### src/rtl/param_load_sequencer.sv
// rtl/param_load_sequencer.sv - addressed, counted burst loader for the parameter register bank
module param_load_sequencer #(
  parameter int NUM_PARAMS = 8,
  parameter int DATA_W     = 8,
  parameter int ADDR_W     = 3
) (
  input  logic              clk,
  input  logic              rst,
  input  logic              enable,
  input  logic              load_params,
  input  logic [DATA_W-1:0] data_in,
  input  logic              data_valid,
  output logic              wr_en,
  output logic [ADDR_W-1:0] wr_addr,
  output logic [DATA_W-1:0] wr_data,
  output logic              busy,
  output logic              done,
  output logic              aborted
);

  typedef enum logic [1:0] {
    S_IDLE = 2'd0,
    S_LOAD = 2'd1,
    S_DONE = 2'd2,
    S_WAIT = 2'd3
  } state_t;

  localparam logic [ADDR_W-1:0] LAST_IDX = ADDR_W'(NUM_PARAMS - 1);

  state_t            state_q, state_d;
  logic [ADDR_W-1:0] index_q, index_d;
  logic              load_q, load_d;
  logic              armed_q, armed_d;
  logic              wr_en_q, wr_en_d;
  logic [ADDR_W-1:0] wr_addr_q, wr_addr_d;
  logic [DATA_W-1:0] wr_data_q, wr_data_d;
  logic              busy_q, busy_d;
  logic              done_q, done_d;
  logic              aborted_q, aborted_d;
  logic              start;

  // armed_q blocks a start until load_params has been seen low, so a request
  // still held high across a reset cannot re-launch a burst on its own.
  assign start = load_params & ~load_q & armed_q & enable;

  always_comb begin
    state_d   = state_q;
    index_d   = index_q;
    load_d    = load_q;
    armed_d   = armed_q;
    wr_en_d   = 1'b0;
    wr_addr_d = wr_addr_q;
    wr_data_d = wr_data_q;
    done_d    = 1'b0;
    aborted_d = aborted_q;

    if (enable) begin
      load_d  = load_params;
      armed_d = armed_q | ~load_params;
    end

    case (state_q)
      S_IDLE: begin
        if (start) begin
          state_d   = S_LOAD;
          index_d   = '0;
          aborted_d = 1'b0;
        end
      end
      S_LOAD: begin
        if (enable) begin
          // A falling request takes priority over a beat in the same cycle.
          if (!load_params) begin
            state_d   = S_IDLE;
            index_d   = '0;
            aborted_d = 1'b1;
          end else if (data_valid) begin
            wr_en_d   = 1'b1;
            wr_addr_d = index_q;
            wr_data_d = data_in;
            if (index_q == LAST_IDX) begin
              state_d = S_DONE;
              done_d  = 1'b1;
              index_d = '0;
            end else begin
              index_d = index_q + 1'b1;
            end
          end
        end
      end
      S_DONE: begin
        if (enable) begin
          state_d = S_WAIT;
        end
      end
      S_WAIT: begin
        if (enable && !load_params) begin
          state_d = S_IDLE;
        end
      end
      default: begin
        state_d = S_IDLE;
        index_d = '0;
      end
    endcase

    busy_d = (state_d == S_LOAD);
  end

  always_ff @(posedge clk) begin
    if (rst) begin
      state_q   <= S_IDLE;
      index_q   <= '0;
      load_q    <= 1'b0;
      armed_q   <= ~load_params;
      wr_en_q   <= 1'b0;
      wr_addr_q <= '0;
      wr_data_q <= '0;
      busy_q    <= 1'b0;
      done_q    <= 1'b0;
      aborted_q <= 1'b0;
    end else begin
      state_q   <= state_d;
      index_q   <= index_d;
      load_q    <= load_d;
      armed_q   <= armed_d;
      wr_en_q   <= wr_en_d;
      wr_addr_q <= wr_addr_d;
      wr_data_q <= wr_data_d;
      busy_q    <= busy_d;
      done_q    <= done_d;
      aborted_q <= aborted_d;
    end
  end

  assign wr_en   = wr_en_q;
  assign wr_addr = wr_addr_q;
  assign wr_data = wr_data_q;
  assign busy    = busy_q;
  assign done    = done_q;
  assign aborted = aborted_q;

endmodule

### config.mk
export PLATFORM = sky130hd
export DESIGN_NAME = param_load_sequencer
export DESIGN_NICKNAME = d
export VERILOG_FILES = /design/src/rtl/param_load_sequencer.sv
export SDC_FILE = /design/constraint.sdc
export NUM_CORES = 1
export LEC_CHECK = 0
export CORE_UTILIZATION = 46
export DETAILED_ROUTE_END_ITERATION = 7
export PLACE_DENSITY = 0.74
export SLEW_MARGIN = 20
export SYNTH_ARGS = -nofsm -noshare
export SYNTH_HDL_FRONTEND = slang
export SYNTH_SLANG_ARGS = --single-unit
### constraint.sdc
create_clock -name clk -period 1.4 [get_ports clk]
set_input_delay 0.35 -clock clk [delete_from_list [all_inputs] [get_ports clk]]
set_output_delay 0.35 -clock clk [all_outputs]
set_load 0.02 [all_outputs]
==> impl_metrics.tcl <==
set metrics [dict create \
    multi_input_area_um2 501.7 \
    synth.cell_area_um2 1018 \
    crit_chain "dlygate4sd2_1" \
    cts_buffers 3 \
    grt-ovfl-total 0 \
    rsz0062_at_grt "false" \
    ys_ff_latch 22 \
    post-dp-hpwl_um 1751 \
    crit_family "flip-flops" \
    io_pins 28 \
    syn_avg_cell_area_um2 9.344 \
    fin_area_um2 1378 \
    total_power_w 0.001133 \
    nNetsFinal 158 \
    viasPerCell 5.361 \
    netlist.area_leader.share 0.4128 \
    track_usage 0.2051 \
    max-vdd-ir-drop_v 0.0005465 \
    cp_slowest_cell "dfxtp_1" \
    synth_nets 124 \
    worst-path-max-fanout 2 \
    start_kind "flop" \
    synth_edf_count 1 \
    place_inst 165 \
    worst_pin_slew_ns 0.3059 \
    ys_async_sr_fraction 0 \
    p_per_area_nw_per_um2 822.6 \
    initial_utilization 0.5037 \
    fin_skew_ns 0.003335 \
    via_count 906 \
    htreeDepth 1 \
    synthCells 109 \
    place_area_um2 1348 \
    wl_per_cell_um 13.47 \
    finalHoldViolations 0 \
    yosysSeqAreaShare 0.4423 \
    insertion_delay_ns 0.30 \
    relSlewSlack 0.7958 \
    power_leakage_nw 0.6030 \
    slowest_delay_ns 0.35 \
    tritoncts "done" \
    fmax_ghz 0.7389 \
    drv_slew 0 \
    post_cts_buffers 0 \
    ys_warn_count 0 \
    synth_top_flop_cell "dfxtp_1" \
    dieArea_um2 2406 \
    worst-setup-path-type "flop to primary output" \
    drt_iter0_drc 19 \
    grt_pass1_vias 839 \
    clkTransAtPathRegs_ns 0.11 \
    nFillCells 179 \
    grt_pass1_wl_um 3801 \
    crit_required_ns 1.05 \
    finalSetupViolations 0 \
    die_x_um 49.06 \
    layout_min_cycle_time_ns 1.353 \
    crit_buf_inv 1 \
    fin_crit_sh 0.9667 \
    grt_max_degree 13 \
    status "finished, final reports clean" \
    root_buffer "clkbuf_4" \
    core-area_um2 2022 \
    clock_path_buffers 2 \
    die_h_um 49.06 \
    wirelength_um 2276 \
    drcViolationCount 0 \
    area_growth_syn_to_layout_pct 35.26 \
    mostFrequentLayoutCell "dfxtp_1" \
    io_buffer_count 27 \
    hp-class "flop to flop" \
    fp-row-count 16 \
    cts_sinks 22 \
    yosysUniqueCellTypes 35 \
    antenna_cells 0 \
    yosys-top-cells-area "dfxtp_1, o21ai_0, a21oi_1" \
    arrival_ns 1.00 \
    gp_congestion 0.7530 \
    mostFrequentLayoutCells "dfxtp_1, dlygate4sd2_1, o21ai_0" \
    yosysTopAreaCell "dfxtp_1" \
    antenna_found_initial 0 \
    regArea_um2 450.4 \
    cp-end-kind "primary output" \
    dr.pass1.iters 4 \
    postRouteAntennaNets 0 \
    max_cap_viol_count 0 \
    drive_gt1_frac 0.1620 \
    final_cell_count_no_fill 169 \
]
[where the power goes]
part           internal [W]  switching (W)
logic             0.0000767      0.0000661
clock network      0.000159       0.000182
registers          0.000641     0.00000846
total              0.000876       0.000257
[cell families after synthesis]
group / Yosys count / share of synthesized area
buf+inv: 13 / 0.07124
simple gates: 35 / 0.2260
fa+ha+maj: 2 / 0.02457
mux: 5 / 0.04914
compound gates: 32 / 0.1867
flops: 22 / 0.4423
[metal layers]
metal / GRT usage / vias up / share of wire
met5: 0 / - / 0
met4: 0.05882 / 0 / 0.010
met3: 0.04050 / 4 / 0.031
met2: 0.3380 / 17 / 0.51
met1: 0.2708 / 428 / 0.45
li1: - / 457 / -
[Yosys cell counts, drive strengths merged, types with 2 or more instances]
cell and number:
and3 2, nand2b 2, o21ai 14, and4bb 2, nor2 3, buf 6, nand3 11, ha 2
a21oi 12, mux2i 5, nand2 3, dfxtp 21, inv 4, or2b 3, nand4b 2, and4b 2
clkbuf 3
[final timing paths]
kind	slack (ns)	depth (start not counted)	start	endpoint
hold reg to reg	0.48	2	wr_data[1]	wr_data[1]
hold / removal	0.48	2	wr_data[1]	wr_data[1]
setup reg to reg	0.13	5	index_q[0]	busy
setup / recovery	0.05	1	wr_data[6]	wr_data[6]
[area by class of cell]
| cell class | count | share of cell area |
|---|---|---|
| Clock buffer | 4 | 0.02634 |
| Tap cell | 27 | 0.02452 |
| Timing Repair Buffer | 38 | 0.2470 |
| Sequential cell | 22 | 0.3270 |
| Inverter | 4 | 0.01090 |
| Multi-Input combinational cell | 74 | 0.3642 |
[what timing repair did]
action,CTS,global route
hold buffers,0,0
hold endpoints to repair,0,0
resized for setup,15,6
endpoints found under the setup margin,15,11
[metrics by stage]
step	utilization	hold slack [ns]	TNS (ns)	setup slack, ns
CTS	0.6751	0.4781	0	0.01386
detailed placement	0.6665	0.4659	-4.904	-0.3169
global placement	0.6665	0.4616	-4.209	-0.2531
floorplan	-	0.4531	0	0.1919
finish	0.6813	0.4783	0	0.04655
global route	0.6813	0.5072	0	0.002038
[state kept, by name, indices dropped and copies added, names as in the netlist]
signal   flops
wr_data      8
index_q      3
wr_addr      3
state_q      2
aborted      1
armed_q      1
busy         1
done         1
load_q       1
wr_en        1
Power figures use the tool's default switching activity.
